**config.mk**
```make
export PLATFORM = sky130hd
export DESIGN_NAME = mips_mc_control_flat
export DESIGN_NICKNAME = d
export VERILOG_FILES = /design/src/rtl/mips_pkg.sv /design/src/rtl/mips_mc_control_if.sv /design/src/rtl/mips_opcode_class.sv /design/src/rtl/mips_mc_control.sv /design/src/flat_wrapper.sv
export SDC_FILE = /design/constraint.sdc
export NUM_CORES = 1
export LEC_CHECK = 0
export CORE_UTILIZATION = 40
export CTS_CLUSTER_SIZE = 14
export DETAILED_ROUTE_END_ITERATION = 8
export GPL_ROUTABILITY_DRIVEN = 0
export GPL_TIMING_DRIVEN = 0
export PLACE_DENSITY = 0.76
export SLEW_MARGIN = 20
export SYNTH_ARGS = -nofsm -noshare
export SYNTH_HDL_FRONTEND = slang
export SYNTH_SLANG_ARGS = --single-unit
```
**constraint.sdc**
```tcl
create_clock -name clk -period 2.55 [get_ports clk]
set_input_delay 0.51 -clock clk [delete_from_list [all_inputs] [get_ports clk]]
set_output_delay 0.51 -clock clk [all_outputs]
set_load 0.05 [all_outputs]
```
**src/rtl/mips_pkg.sv**
```systemverilog
// Shared types and encodings for the MIPS multi-cycle control path:
// FSM states, opcode values, ALU-op and mux-select encodings.
package mips_pkg;

    typedef enum logic [3:0] {
        RST,
        FETCH,
        DECODE,
        MEMADR,
        MEMRD,
        MEMWB,
        MEMWR,
        REXEC,
        RWB,
        IEXEC,
        IWB,
        BRANCH,
        JUMP,
        TRAP
    } state_t;

    localparam logic [5:0] OP_RTYPE = 6'b000000;
    localparam logic [5:0] OP_J     = 6'b000010;
    localparam logic [5:0] OP_BEQ   = 6'b000100;
    localparam logic [5:0] OP_BNE   = 6'b000101;
    localparam logic [5:0] OP_ADDI  = 6'b001000;
    localparam logic [5:0] OP_SLTI  = 6'b001010;
    localparam logic [5:0] OP_ANDI  = 6'b001100;
    localparam logic [5:0] OP_ORI   = 6'b001101;
    localparam logic [5:0] OP_XORI  = 6'b001110;
    localparam logic [5:0] OP_LW    = 6'b100011;
    localparam logic [5:0] OP_SW    = 6'b101011;

    localparam logic [2:0] ALUOP_NONE = 3'b000;
    localparam logic [2:0] ALUOP_FUNC = 3'b001;
    localparam logic [2:0] ALUOP_BR   = 3'b010;
    localparam logic [2:0] ALUOP_ADD  = 3'b100;

    localparam logic [1:0] ALUB_RT     = 2'b00;
    localparam logic [1:0] ALUB_FOUR   = 2'b01;
    localparam logic [1:0] ALUB_IMM    = 2'b10;
    localparam logic [1:0] ALUB_IMM_SH = 2'b11;

    localparam logic [1:0] PCSRC_ALU    = 2'b00;
    localparam logic [1:0] PCSRC_ALUOUT = 2'b01;
    localparam logic [1:0] PCSRC_JUMP   = 2'b10;

    typedef struct packed {
        logic is_lw;
        logic is_sw;
        logic is_rtype;
        logic is_itype;
        logic is_beq;
        logic is_bne;
        logic is_jump;
        logic is_illegal;
    } op_class_t;

endpackage

```
**src/rtl/mips_mc_control_if.sv**
```systemverilog
// Shared memory port between the control FSM (master) and the memory (slave).
interface mips_mc_control_if;

    logic mem_rd;
    logic mem_wr;
    logic iord;
    logic mem_ready;
    logic bus_err;

    modport master (
        output mem_rd,
        output mem_wr,
        output iord,
        output bus_err,
        input  mem_ready
    );

    modport slave (
        input  mem_rd,
        input  mem_wr,
        input  iord,
        input  bus_err,
        output mem_ready
    );

endinterface

```
**src/rtl/mips_opcode_class.sv**
```systemverilog
// Combinational opcode -> instruction class decode, one-hot over the
// supported classes with everything else flagged illegal.
module mips_opcode_class
    import mips_pkg::*;
(
    input  logic [5:0] opcode,
    output op_class_t  cls
);

    always_comb begin
        cls = '0;
        case (opcode)
            OP_LW:    cls.is_lw    = 1'b1;
            OP_SW:    cls.is_sw    = 1'b1;
            OP_RTYPE: cls.is_rtype = 1'b1;
            OP_BEQ:   cls.is_beq   = 1'b1;
            OP_BNE:   cls.is_bne   = 1'b1;
            OP_ADDI, OP_SLTI, OP_ANDI, OP_ORI, OP_XORI:
                      cls.is_itype = 1'b1;
            OP_J:     cls.is_jump  = 1'b1;
            default:  cls.is_illegal = 1'b1;
        endcase
    end

endmodule

```
**src/rtl/mips_mc_control.sv**
```systemverilog
// Multi-cycle main control FSM for the MIPS stub datapath.
// Optional: define MIPS_ILLEGAL_TRAP_EN to lock into TRAP on unsupported opcodes.
module mips_mc_control
    import mips_pkg::*;
#(
    parameter int unsigned MEM_TIMEOUT = 16,
    parameter int unsigned TO_W        = 5
) (
    input  logic               clk,
    input  logic               rst_n,
    mips_mc_control_if.master  mem,
    input  logic [5:0]         opcode,
    input  logic [5:0]         funct,
    input  logic               zero,
    output logic               ir_write,
    output logic               pc_en,
    output logic [1:0]         pc_src,
    output logic               alu_src_a,
    output logic [1:0]         alu_src_b,
    output logic [2:0]         alu_op,
    output logic [5:0]         alu_f,
    output logic               reg_write,
    output logic               reg_dst,
    output logic               mem_to_reg,
    output logic               illegal
);

    // Count value seen during the MEM_TIMEOUT-th consecutive wait cycle.
    localparam logic [TO_W-1:0] TO_LAST = TO_W'(MEM_TIMEOUT - 1);

    state_t          state;
    state_t          state_nxt;
    logic [TO_W-1:0] wait_cnt;
    logic            waiting;
    logic            timeout;
    op_class_t       cls;

    mips_opcode_class u_opcode_class (
        .opcode (opcode),
        .cls    (cls)
    );

    assign waiting = ((state == FETCH) || (state == MEMRD) || (state == MEMWR))
                     && !mem.mem_ready;
    assign timeout = (MEM_TIMEOUT != 0) && waiting && (wait_cnt == TO_LAST);

    // A FETCH timeout keeps the state unchanged, so the retry clears explicitly.
    always_ff @(posedge clk or negedge rst_n) begin
        if (!rst_n) begin
            state    <= RST;
            wait_cnt <= '0;
        end else begin
            state <= state_nxt;
            if ((state_nxt != state) || timeout)
                wait_cnt <= '0;
            else if (waiting && (wait_cnt != '1))
                wait_cnt <= wait_cnt + TO_W'(1);
        end
    end

    always_comb begin
        state_nxt = state;
        case (state)
            RST:    state_nxt = FETCH;
            FETCH: begin
                if (mem.mem_ready)
                    state_nxt = DECODE;
                else if (timeout)
                    state_nxt = FETCH;
            end
            DECODE: begin
                if (cls.is_lw || cls.is_sw)
                    state_nxt = MEMADR;
                else if (cls.is_rtype)
                    state_nxt = REXEC;
                else if (cls.is_beq || cls.is_bne)
                    state_nxt = BRANCH;
                else if (cls.is_itype)
                    state_nxt = IEXEC;
                else if (cls.is_jump)
                    state_nxt = JUMP;
                else
`ifdef MIPS_ILLEGAL_TRAP_EN
                    state_nxt = TRAP;
`else
                    state_nxt = FETCH;
`endif
            end
            MEMADR: state_nxt = cls.is_lw ? MEMRD : MEMWR;
            MEMRD: begin
                if (mem.mem_ready)
                    state_nxt = MEMWB;
                else if (timeout)
                    state_nxt = FETCH;
            end
            MEMWR: begin
                if (mem.mem_ready || timeout)
                    state_nxt = FETCH;
            end
            MEMWB:  state_nxt = FETCH;
            REXEC:  state_nxt = RWB;
            RWB:    state_nxt = FETCH;
            IEXEC:  state_nxt = IWB;
            IWB:    state_nxt = FETCH;
            BRANCH: state_nxt = FETCH;
            JUMP:   state_nxt = FETCH;
            TRAP:   state_nxt = TRAP;
            default: state_nxt = RST;
        endcase
    end

    always_comb begin
        mem.mem_rd = 1'b0;
        mem.mem_wr = 1'b0;
        mem.iord   = 1'b0;
        ir_write   = 1'b0;
        pc_en      = 1'b0;
        pc_src     = PCSRC_ALU;
        alu_src_a  = 1'b0;
        alu_src_b  = ALUB_RT;
        alu_op     = ALUOP_NONE;
        alu_f      = '0;
        reg_write  = 1'b0;
        reg_dst    = 1'b0;
        mem_to_reg = 1'b0;
        illegal    = 1'b0;
        case (state)
            FETCH: begin
                mem.mem_rd = 1'b1;
                alu_src_b  = ALUB_FOUR;
                alu_op     = ALUOP_ADD;
                ir_write   = mem.mem_ready;
                pc_en      = mem.mem_ready;
            end
            DECODE: begin
                alu_src_b = ALUB_IMM_SH;
                alu_op    = ALUOP_ADD;
`ifndef MIPS_ILLEGAL_TRAP_EN
                illegal   = cls.is_illegal;
`endif
            end
            MEMADR: begin
                alu_src_a = 1'b1;
                alu_src_b = ALUB_IMM;
                alu_op    = ALUOP_ADD;
            end
            MEMRD: begin
                mem.mem_rd = 1'b1;
                mem.iord   = 1'b1;
            end
            MEMWB: begin
                reg_write  = 1'b1;
                mem_to_reg = 1'b1;
            end
            MEMWR: begin
                mem.mem_wr = 1'b1;
                mem.iord   = 1'b1;
            end
            REXEC: begin
                alu_src_a = 1'b1;
                alu_op    = ALUOP_FUNC;
                alu_f     = funct;
            end
            RWB: begin
                reg_write = 1'b1;
                reg_dst   = 1'b1;
                alu_op    = ALUOP_FUNC;
                alu_f     = funct;
            end
            IEXEC: begin
                alu_src_a = 1'b1;
                alu_src_b = ALUB_IMM;
                alu_op    = ALUOP_FUNC;
                alu_f     = opcode;
            end
            IWB:    reg_write = 1'b1;
            BRANCH: begin
                alu_src_a = 1'b1;
                alu_op    = ALUOP_BR;
                alu_f     = opcode;
                pc_src    = PCSRC_ALUOUT;
                pc_en     = cls.is_bne ? !zero : zero;
            end
            JUMP: begin
                pc_src = PCSRC_JUMP;
                pc_en  = 1'b1;
            end
            TRAP:   illegal = 1'b1;
            default: ;
        endcase
    end

    assign mem.bus_err = timeout;

endmodule

```
**src/flat_wrapper.sv**
```systemverilog
// flat-port wrapper written by rule: the top's interface ports become plain ports
module mips_mc_control_flat import mips_pkg::*;
#(
    parameter int unsigned MEM_TIMEOUT = 16,
    parameter int unsigned TO_W        = 5
)
  (clk, rst_n, opcode, funct, zero, ir_write, pc_en, pc_src, alu_src_a, alu_src_b, alu_op, alu_f, reg_write, reg_dst, mem_to_reg, illegal, mem_mem_rd, mem_mem_wr, mem_iord, mem_bus_err, mem_mem_ready);
  mips_mc_control_if mem_i ();
  input  logic clk;
  input  logic rst_n;
  input  logic [5:0] opcode;
  input  logic [5:0] funct;
  input  logic zero;
  output logic ir_write;
  output logic pc_en;
  output logic [1:0] pc_src;
  output logic alu_src_a;
  output logic [1:0] alu_src_b;
  output logic [2:0] alu_op;
  output logic [5:0] alu_f;
  output logic reg_write;
  output logic reg_dst;
  output logic mem_to_reg;
  output logic illegal;
  output wire logic [$bits(mem_i.mem_rd)-1:0] mem_mem_rd;
  output wire logic [$bits(mem_i.mem_wr)-1:0] mem_mem_wr;
  output wire logic [$bits(mem_i.iord)-1:0] mem_iord;
  output wire logic [$bits(mem_i.bus_err)-1:0] mem_bus_err;
  input wire logic [$bits(mem_i.mem_ready)-1:0] mem_mem_ready;
  assign mem_mem_rd = mem_i.mem_rd;
  assign mem_mem_wr = mem_i.mem_wr;
  assign mem_iord = mem_i.iord;
  assign mem_bus_err = mem_i.bus_err;
  assign mem_i.mem_ready = mem_mem_ready;
  mips_mc_control #(.MEM_TIMEOUT(MEM_TIMEOUT), .TO_W(TO_W)) u_core (.clk(clk), .rst_n(rst_n), .mem(mem_i), .opcode(opcode), .funct(funct), .zero(zero), .ir_write(ir_write), .pc_en(pc_en), .pc_src(pc_src), .alu_src_a(alu_src_a), .alu_src_b(alu_src_b), .alu_op(alu_op), .alu_f(alu_f), .reg_write(reg_write), .reg_dst(reg_dst), .mem_to_reg(mem_to_reg), .illegal(illegal));
endmodule
```
==> Implementation_results.wiki, run 1 <==
{| class="wikitable"
! Metric !! Value
|-
| Number of global-route vias before repair || 1175
|-
| DRC viols || 0
|-
| Signal arrival time at the worst endpoint || 2.71 ns
|-
| Power share of the sequential group || 11.6%
|-
| M2 GR Usage || 43.7%
|-
| Die outline height || 54.3 um
|-
| Highest-count cells in the layout ignoring fill and taps || 13 x sky130_fd_sc_hd__nor2_1, 12 x sky130_fd_sc_hd__buf_4, 12 x sky130_fd_sc_hd__nand2_1, 11 x sky130_fd_sc_hd__dlygate4sd2_1, 9 x sky130_fd_sc_hd__clkdlybuf4s50_1
|-
| Data required time at the worst endpoint || 2.73 ns
|-
| Total area of multi-input combinational cells || 910 um^2
|-
| Max Cap Violations || 0
|-
| Post-synth net total || 154
|-
| Global routing usage on met1 || 32.6%
|-
| Period Utilization, post-route || 99.3%
|-
| Max Transition Viols Final || 0
|-
| Most common library cell in the layout ignoring fill and taps || sky130_fd_sc_hd__nor2_1
|-
| Netlist area before placement || 1100 um^2
|-
| Buffers plus inverters on the worst setup path || 0
|-
| Maximum clock insertion buffer count || 2
|-
| Total number of nets in the final design || 204
|-
| Gr busiest metal || met2
|-
| Largest net degree at the start of global routing || 11
|-
| H-Tree Level Count || 1
|-
| Relative slew slack || 62.7%
|-
| Most common flop cell mapped by yosys || sky130_fd_sc_hd__dfrtp_1
|-
| Type of the worst setup path || register to register
|-
| Core Rows || 18
|-
| Area of the core region || 2520 um^2
|-
| All-layer global routing usage || 25.0%
|-
| P_sw || 1.18 mW
|-
| Final WL || 3480 um
|-
| Buffers on Ports || 38
|-
| Clock Root Buffer || sky130_fd_sc_hd__clkbuf_4
|-
| Internal power || 0.798 mW
|-
| Post-route minimum period || 2.53 ns
|-
| Critical path's top delay family || compound AO/OA/AOI/OAI gates
|-
| Global-route track usage on met3 || 3.89%
|-
| CTS sink cnt || 9
|-
| Placed standard-cell area || 1530 um^2
|-
| Number of enable flip-flop cells after synthesis || 0
|-
| Number of different library cells in the post-synthesis netlist || 51
|-
| Final hold violation count || 0
|-
| Hold_ws || 0.526 ns
|-
| Die Footprint || 2950 um^2
|-
| Die X || 54.3 um
|-
| Global-route wire length before repair || 5410 um
|-
| Average wire per standard cell || 16.3 um
|-
| Startpoint Class || register
|-
| Critical Path Sink Type || register
|-
| Via density per instance || 5.82
|-
| Max Fclk || 395 MHz
|-
| Total negative setup slack || 0 ns
|-
| Clk_lat worst skew || 0.27 ns
|-
| Share of post-route cells with drive strength above 1 || 31.5%
|-
| Boundary pin count || 40
|-
| Part of the power in combinational logic || 82.5%
|-
| FF-to-FF path depth || 8
|-
| Outcome || finished, final reports clean
|-
| Part of the Yosys area used for sequential elements || 20.5%
|-
| Worst-path clk slew || 0.07 ns
|-
| GRT Residual Overflow || 0
|-
| Number of CTS-inserted buffers || 3
|-
| Final setup skew || 0.00943 ns
|-
| Fillers || 216
|-
| Number of register bits inferred by synthesis || 9
|-
| Number of design-rule violations left by the first detailed-router iteration || 30
|-
| Critical path cell sequence || ha_2 -> and3_4 -> ha_4 -> or4b_4 -> o22ai_4 -> a2111oi_2 -> a2111o_1 -> a2111oi_4
|-
| Clock power frac || 5.8%
|-
| R2r setup slk || 0.02 ns
|-
| Post-detailed-placement half-perimeter wirelength || 2580 um
|-
| Highest ir drop seen on vdd || 0.777 mV
|-
| Antenna Cells || 0
|-
| Area used by sequential logic in the layout || 226 um^2
|-
| Reg-to-Reg Start || u_core.wait_cnt[1]$_DFFE_PN0P_
|-
| Layout overhead on the synthesized area || 53.3%
|-
| Cell area power density || 1180 nW/um^2
|-
| Total vias in the final route || 1246
|-
| Initial Utilization || 43.5%
|-
| Highest-delay cell along the critical path || sky130_fd_sc_hd__or4b_4
|-
| Area of all placed cells without fillers || 1680 um^2
|-
| Worst min-delay path category || input pin to async pin
|-
| CTS tree || yes
|-
| Unrepaired setup endpoints after global routing || yes
|-
| Number of warning messages in the yosys log || 0
|-
| DRT antenna net count || 0
|-
| Number of setup violations in the final report || 0
|-
| Total iterations of the first detailed-routing run || 4
|-
| Async set-reset flop share out of synthesis || 100%
|-
| Leak pwr || 0.767 nW
|-
| Slew of the pin with the lowest slew margin || 0.560 ns
|-
| Gate count after technology mapping || 135
|-
| Maximum cell stage delay along the critical path || 0.49 ns
|-
| Largest fanout of any net on the critical path || 5
|-
| Capture instance of the worst register-to-register path || u_core.wait_cnt[4]$_DFFE_PN0P_
|-
| Sw Share || 59.7%
|-
| Initial antenna violation count || 0
|-
| Mean Syn Cell Area || 8.12 um^2
|}
## synthesized netlist by cell type, drive strengths merged, types with 2 or more instances
| library cell | instances | area share, % |
|---|---|---|
| xor2 | 3 | 2.4 |
| clkbuf | 4 | 2.1 |
| a22oi | 7 | 4.8 |
| o22ai | 5 | 4.7 |
| inv | 4 | 1.4 |
| or2b | 3 | 2.3 |
| and3 | 4 | 2.4 |
| nand2 | 12 | 4.1 |
| nor2 | 16 | 5.7 |
| a21o | 2 | 1.5 |
| buf | 3 | 2.1 |
| a21oi | 4 | 1.8 |
| dfrtp | 9 | 21 |
| nor3 | 11 | 5.5 |
| ha | 3 | 3.4 |
| mux2i | 4 | 4.0 |
| a2111oi | 4 | 6.7 |
| or3 | 2 | 1.1 |
| xnor2 | 2 | 1.6 |
| or4b | 2 | 1.8 |
| nand2b | 3 | 1.9 |
| o21ai | 10 | 4.6 |
| a211o | 2 | 1.6 |
## worst max-delay path by stage
stage	depth (start not counted)	startpoint	slack, ns	to
6_report	8	u_core.wait_cnt[1]$_DFFE_PN0P_	0.02	u_core.wait_cnt[4]$_DFFE_PN0P_
5_1_grt	8	u_core.wait_cnt[1]$_DFFE_PN0P_	-0.08	u_core.wait_cnt[4]$_DFFE_PN0P_
4_1_cts	6	opcode[3]	-0.13	pc_en
3_5_place_dp	6	opcode[1]	-0.83	pc_en
3_3_place_gp	6	opcode[1]	-0.83	pc_en
2_1_floorplan	6	u_core.state[2]$_DFF_PN0_	0.004	u_core.wait_cnt[4]$_DFFE_PN0P_
## routing by layer
metal	up-vias	share of wire (%)
met5	-	0
met4	0	0.89
met3	4	3.9
met2	37	52
met1	597	43
li1	608	-
## power by group through the flow
stage	registers (mW)	logic [mW]	clock network, mW
final	0.230	1.64	0.116
after global routing	0.239	1.74	0.123
after CTS	0.224	1.55	0.114
after detailed placement	0.230	1.57	0
after global placement	0.225	1.54	0
after floorplan	0.213	1.16	0
## registers in the layout, indices dropped and copies added (netlist names)
| name | flops |
|---|---|
| u_core.state | 4 |
| u_core.wait_cnt | 5 |
## metrics by stage
step / instances / utilization [%] / total power, mW / worst slack [ns]
finish: 214 / 66.6 / 1.98 / 0.0179
global route: 214 / 66.6 / 2.10 / -0.0765
CTS: 210 / 63.5 / 1.89 / -0.130
detailed placement: 203 / 60.8 / 1.80 / -0.835
global placement: 203 / 60.8 / 1.76 / -0.825
floorplan: 135 / - / 1.37 / 0.00364
## final cells by class
cell class	instances	area share [%]
buffer	7	3.20
clock buffer	4	1.56
inverter	4	0.894
multi-input combinational	115	54.1
sequential	9	13.5
tap	30	2.23
timing repair buffer	45	24.5
## what timing repair did
item / CTS / global route
endpoints found under the hold margin: 0 / 0
hold buffers: 0 / 0
pin swaps: 3 / 10
gates resized for setup: 63 / 31
buffers inserted: 3 / 4
setup endpoints to repair: 28 / 23
## kinds of logic (layout without fill, tap and decap cells)
kind of cell / Yosys count / count (layout) / synth area share [%]
adder cells (fa/ha/maj): 3 / 3 / 3.43
AO/OA/AOI/OAI: 42 / 42 / 32.4
AND/OR/NAND/NOR: 61 / 61 / 30.1
flip-flops: 9 / 9 / 20.5
multiplexers: 4 / 4 / 4.00
buffers and inverters: 11 / 60 / 5.48
XOR/XNOR: 5 / 5 / 4.00
Note: power is estimated with default switching activity, not from simulation.
==> run 2: changes to the inputs <==
GPL_TIMING_DRIVEN = not set   (was 0)
SLEW_MARGIN = not set   (was 20)
==> Implementation_results.wiki, run 2 (same netlist as run 1, synthesis figures left out) <==
{| class="wikitable"
! Metric !! Value
|-
| Type of the worst setup path || register to register
|-
| FF-to-FF path depth || 8
|-
| Unrepaired setup endpoints after global routing || yes
|-
| Capture instance of the worst register-to-register path || u_core.wait_cnt[4]$_DFFE_PN0P_
|-
| Critical path cell sequence || ha_2 -> and3_4 -> ha_4 -> or4b_4 -> o22ai_4 -> a2111oi_2 -> a2111o_1 -> a2111oi_4
|-
| Die outline height || 54.3 um
|-
| Largest fanout of any net on the critical path || 5
|-
| Max Fclk || 404 MHz
|-
| Largest net degree at the start of global routing || 17
|-
| Part of the power in combinational logic || 82.7%
|-
| WP depth || 8
|-
| Buffers plus inverters on the worst setup path || 0
|-
| Power share of the sequential group || 12.1%
|-
| Layout overhead on the synthesized area || 68.3%
|-
| Slew of the pin with the lowest slew margin || 0.585 ns
|-
| Global-route wire length before repair || 5390 um
|-
| Area of all placed cells without fillers || 1840 um^2
|-
| Largest regs || u_core.wait_cnt (5), u_core.state (4)
|-
| Total iterations of the first detailed-routing run || 4
|-
| Critical path's top delay family || compound AO/OA/AOI/OAI gates
|-
| Antenna Cells || 0
|-
| CTS tree || yes
|-
| Number of CTS-inserted buffers || 3
|-
| Initial Utilization || 43.5%
|-
| Reg-to-Reg Start || u_core.wait_cnt[0]$_DFFE_PN0P_
|-
| Core Rows || 18
|-
| Outcome || finished, final reports clean
|-
| Total vias in the final route || 1267
|-
| Critical Path Sink Type || register
|-
| Relative slew slack || 61.0%
|-
| Fillers || 176
|-
| Die X || 54.3 um
|-
| Final hold violation count || 0
|-
| Internal power || 0.957 mW
|-
| Maximum cell stage delay along the critical path || 0.52 ns
|-
| Maximum clock insertion buffer count || 2
|-
| Final core area utilization || 73.1%
|-
| Post-detailed-placement half-perimeter wirelength || 2730 um
|-
| Area of the core region || 2520 um^2
|-
| Share of post-route cells with drive strength above 1 || 39.9%
|-
| Highest-count cells in the layout ignoring fill and taps || 27 x sky130_fd_sc_hd__buf_4, 14 x sky130_fd_sc_hd__buf_12, 13 x sky130_fd_sc_hd__nor2_1, 12 x sky130_fd_sc_hd__nand2_1, 12 x sky130_fd_sc_hd__clkdlybuf4s50_1
|-
| Average wire per standard cell || 16.2 um
|-
| Highest-delay cell along the critical path || sky130_fd_sc_hd__or4b_4
|-
| Number of global-route vias before repair || 1223
|-
| Via density per instance || 5.81
|-
| Clk_lat worst skew || 0.26 ns
|-
| H-Tree Level Count || 1
|-
| Clock power frac || 5.2%
|-
| Number of setup violations in the final report || 0
|-
| All-layer global routing usage || 25.5%
|-
| Final total power || 2.15 mW
|-
| CTS sink cnt || 9
|-
| Boundary pin count || 40
|-
| Max Cap Violations || 0
|-
| Worst-path clk slew || 0.06 ns
|-
| Sw Share || 55.6%
|-
| Cell area power density || 1170 nW/um^2
|-
| GRT Residual Overflow || 0
|-
| Period Utilization, post-route || 97.1%
|-
| DRC viols || 0
|-
| Total number of nets in the final design || 208
|-
| Post-Place Worst Slack || -0.149 ns
|-
| Initial antenna violation count || 0
|-
| Leak pwr || 0.767 nW
|-
| Max FFs per register || 5
|-
| Die Footprint || 2950 um^2
|-
| Signal arrival time at the worst endpoint || 2.64 ns
|-
| Number of design-rule violations left by the first detailed-router iteration || 32
|-
| Worst min-delay path category || input pin to async pin
|-
| Register containing the most flip-flops in the final layout || u_core.wait_cnt
|-
| Hold_ws || 0.538 ns
|-
| Data required time at the worst endpoint || 2.71 ns
|-
| Most common library cell in the layout ignoring fill and taps || sky130_fd_sc_hd__buf_4
|-
| Final setup skew || 0.00406 ns
|-
| P_sw || 1.20 mW
|-
| Startpoint Class || register
|-
| R2r setup slk || 0.07 ns
|-
| Placed standard-cell area || 1730 um^2
|-
| Post-route minimum period || 2.48 ns
|-
| Number of buffers inserted for hold repair after clock tree synthesis || 0
|-
| Highest ir drop seen on vdd || 1.21 mV
|-
| Buffers on Ports || 39
|-
| Final WL || 3530 um
|-
| Max Transition Viols Final || 0
|-
| Clock Root Buffer || sky130_fd_sc_hd__clkbuf_4
|-
| Worst path setup slack after routing || 0.0742 ns
|-
| DRT antenna net count || 0
|}
run 2: cell types whose count changed in the layout (fill, tap and decap cells not counted), moves of 2 or more:
| cell | before | now |
|---|---|---|
| sky130_fd_sc_hd__dlygate4sd2_1 | 11 | 0 |
| sky130_fd_sc_hd__buf_2 | 4 | 0 |
| sky130_fd_sc_hd__buf_12 | 0 | 14 |
| sky130_fd_sc_hd__buf_4 | 12 | 27 |
| sky130_fd_sc_hd__nor3_2 | 4 | 6 |
| sky130_fd_sc_hd__clkdlybuf4s15_2 | 4 | 0 |
| sky130_fd_sc_hd__dlymetal6s2s_1 | 6 | 3 |
| sky130_fd_sc_hd__clkdlybuf4s50_1 | 9 | 12 |
| sky130_fd_sc_hd__clkbuf_4 | 6 | 3 |
run 2: what timing repair did:
item | in CTS | in global routing
resized for setup | 10 | 10
pin swaps | 5 | 1
setup buffers | 0 | 2
endpoints found under the setup margin | 11 | 13
run 2: final cells by class:
class,instances,area (um^2),area share (%)
clock buffers,4,26.3,1.42
inverters,4,15.0,0.814
multi-input cells,115,897,48.6
flip-flops and latches,9,228,12.3
well taps,30,37.5,2.04
repair buffers,56,641,34.7
run 2: worst max-delay path by stage:
stage,endpoint,from
floorplan,u_core.wait_cnt[4]$_DFFE_PN0P_,u_core.state[2]$_DFF_PN0_
global placement,pc_en,opcode[1]
detailed placement,u_core.wait_cnt[4]$_DFFE_PN0P_,u_core.wait_cnt[0]$_DFFE_PN0P_
CTS,pc_en,opcode[1]
global route,u_core.wait_cnt[4]$_DFFE_PN0P_,u_core.wait_cnt[0]$_DFFE_PN0P_
finish,u_core.wait_cnt[4]$_DFFE_PN0P_,u_core.wait_cnt[0]$_DFFE_PN0P_
run 2: per-layer routing:
| layer | vias up | GRT usage, % | wire length, um |
|---|---|---|---|
| met3 | 7 | 4.72 | 149 |
| met4 | 0 | 9.40 | 41 |
| li1 | 610 | - | - |
| met2 | 43 | 45.1 | 1900 |
| met1 | 607 | 30.2 | 1440 |
| met5 | - | 0 | 0 |
run 2: power groups by stage:
stage / sequential, mW / clock (mW) / combinational, mW
5_1_grt: 0.269 / 0.124 / 1.87
6_report: 0.261 / 0.111 / 1.78
2_1_floorplan: 0.213 / 0 / 1.16
3_3_place_gp: 0.250 / 0 / 1.68
4_1_cts: 0.255 / 0.115 / 1.75
3_5_place_dp: 0.256 / 0 / 1.71
run 2: per-stage QoR:
step,instances,setup TNS [ns]
after floorplan,135,0
after global placement,212,-0.205
after detailed placement,212,-0.716
after CTS,216,0
after global routing,218,-0.0580
final,218,0
==> run 3: changes to the inputs <==
CORE_UTILIZATION = 45   (was 40)
PLACE_DENSITY = 0.81   (was 0.76)
clock period = 2.3 ns   (was 2.55 ns; I/O delays follow)
==> Implementation_results.wiki, run 3 (same netlist as run 1, synthesis figures left out) <==
{| class="wikitable"
! Metric !! Value
|-
| Most common library cell in the layout ignoring fill and taps || sky130_fd_sc_hd__buf_4
|-
| Data required time at the worst endpoint || 2.48 ns
|-
| FF-to-FF path depth || 8
|-
| Antenna Cells || 0
|-
| Number of CTS-inserted buffers || 3
|-
| Signal arrival time at the worst endpoint || 2.67 ns
|-
| Register containing the most flip-flops in the final layout || u_core.wait_cnt
|-
| Critical path origin || u_core.wait_cnt[1]$_DFFE_PN0P_
|-
| Capture instance of the worst register-to-register path || u_core.wait_cnt[4]$_DFFE_PN0P_
|-
| Area of the core region || 2250 um^2
|-
| Number of setup violations in the final report || 13
|-
| Initial Utilization || 48.6%
|-
| Boundary pin count || 40
|-
| Hold_ws || 0.485 ns
|-
| Slew of the pin with the lowest slew margin || 0.532 ns
|-
| Total negative setup slack || -1.13 ns
|-
| Max FFs per register || 5
|-
| Type of the worst setup path || register to register
|-
| CTS tree || yes
|-
| Final setup skew || 0.00716 ns
|-
| Max Cap Violations || 0
|-
| Core Rows || 17
|-
| Total vias in the final route || 1526
|-
| Final core area utilization || 93.0%
|-
| Outcome || finished with violations
|-
| DRC viols || 0
|-
| CTS sink cnt || 9
|-
| R2r setup slk || -0.18 ns
|-
| Initial antenna violation count || 0
|-
| Cell area power density || 1340 nW/um^2
|-
| Startpoint Class || register
|-
| Largest fanout of any net on the critical path || 5
|-
| GRT Residual Overflow || 0
|-
| Average wire per standard cell || 23.1 um
|-
| Final hold violation count || 0
|-
| Number of design-rule violations left by the first detailed-router iteration || 111
|-
| Highest ir drop seen on vdd || 1.17 mV
|-
| Max Transition Viols Final || 0
|-
| Final WL || 5300 um
|-
| Leak pwr || 0.878 nW
|-
| Fillers || 74
|-
| Worst-path clk slew || 0.08 ns
|-
| Unrepaired setup endpoints after global routing || yes
|-
| Worst min-delay path category || input pin to async pin
|-
| Worst path setup slack after routing || -0.183 ns
|-
| Post-detailed-placement half-perimeter wirelength || 3130 um
|-
| Share of post-route cells with drive strength above 1 || 48.8%
|-
| Final total power || 2.82 mW
|-
| Period Utilization, post-route || 108%
|-
| Clk_lat worst skew || 0.28 ns
|-
| Post-route minimum period || 2.48 ns
|-
| Global-route wire length before repair || 7580 um
|-
| Max Fclk || 403 MHz
|-
| Reg-to-Reg Start || u_core.wait_cnt[1]$_DFFE_PN0P_
|-
| Die X || 51.4 um
|-
| Maximum clock insertion buffer count || 2
|-
| DRT antenna net count || 0
|-
| Largest regs || u_core.wait_cnt (5), u_core.state (4)
|-
| Largest net degree at the start of global routing || 18
|-
| Number of buffers inserted for hold repair after clock tree synthesis || 0
|-
| Relative slew slack || 64.5%
|-
| Critical Path Sink Type || register
|-
| Post-Place Worst Slack || -0.295 ns
|-
| Buffers on Ports || 39
|-
| All-layer global routing usage || 39.5%
|-
| Number of global-route vias before repair || 1541
|-
| Highest-count cells in the layout ignoring fill and taps || 28 x sky130_fd_sc_hd__buf_4, 23 x sky130_fd_sc_hd__buf_12, 13 x sky130_fd_sc_hd__nor2_1, 12 x sky130_fd_sc_hd__nand2_1, 10 x sky130_fd_sc_hd__clkdlybuf4s50_1
|-
| Via density per instance || 6.66
|-
| Layout overhead on the synthesized area || 91.3%
|-
| Die Footprint || 2640 um^2
|-
| Total number of nets in the final design || 221
|-
| H-Tree Level Count || 1
|-
| Violated checks || setup timing
|-
| Die outline height || 51.4 um
|-
| Total iterations of the first detailed-routing run || 4
|-
| Clock Root Buffer || sky130_fd_sc_hd__clkbuf_4
|}
==> run 3: cell count changes in the layout (fill, tap and decap cells not counted), sizes merged <==
| cell | delta |
|---|---|
| buf | +13 |
| clkbuf | -1 |
| clkdlybuf4s50 | -2 |
| clkinv | +1 |
| dlygate4sd2 | +3 |
| dlymetal6s2s | -1 |
==> run 3: stage by stage <==
stage / cell area [um^2] / instances
floorplan: 1170 / 135
global placement: 1950 / 218
detailed placement: 1950 / 218
CTS: 2050 / 225
global route: 2100 / 229
finish: 2100 / 229
==> run 3: layout make-up <==
class                           instances  area [um^2]  share of cell area [%]
Clock buffer                            3         22.5                    1.07
Clock inverter                          1         5.00                   0.239
Inverter                                4         15.0                   0.716
Multi-Input combinational cell        115          936                    44.6
Sequential cell                         9          228                    10.9
Tap cell                               28         35.0                    1.67
Timing Repair Buffer                   69          856                    40.8
==> run 3: worst max-delay path, cell delays in order, from the launching register on <==
cell and delay, ns:
sky130_fd_sc_hd__dfrtp_1 0.40, sky130_fd_sc_hd__ha_2 0.19, sky130_fd_sc_hd__and3_4 0.16, sky130_fd_sc_hd__ha_4 0.16
sky130_fd_sc_hd__or4b_4 0.54, sky130_fd_sc_hd__o22ai_4 0.19, sky130_fd_sc_hd__a2111oi_2 0.07, sky130_fd_sc_hd__a2111o_1 0.45
sky130_fd_sc_hd__a2111oi_4 0.22
==> run 3: metal layers <==
layer	track usage (%)	up-vias	wire length (um)
li1	-	642	-
met5	0	-	0
met2	71.1	120	2680
met3	8.63	26	482
met1	41.8	738	1870
met4	23.4	0	267
==> run 3: worst max path at each step <==
stage,endpoint,slack [ns]
2_1_floorplan,alu_f[0],-0.07
3_3_place_gp,pc_en,-0.25
3_5_place_dp,pc_en,-0.30
4_1_cts,u_core.wait_cnt[4]$_DFFE_PN0P_,-0.17
5_1_grt,u_core.wait_cnt[4]$_DFFE_PN0P_,-0.22
6_report,u_core.wait_cnt[4]$_DFFE_PN0P_,-0.18
==> run 3: where the power goes <==
part / leakage, nW / switching, mW / internal (mW)
registers: 0.117 / 0.0859 / 0.202
clock network: 0.0177 / 0.0717 / 0.0646
logic: 0.743 / 1.39 / 1.01
total: 0.878 / 1.55 / 1.27
==> run 3: repair_timing <==
| item | in CTS | in global routing |
|---|---|---|
| buffers inserted | 3 | 4 |
| pin swaps | 10 | 3 |
| endpoints found under the setup margin | 13 | 19 |
| resized for setup | 15 | 8 |
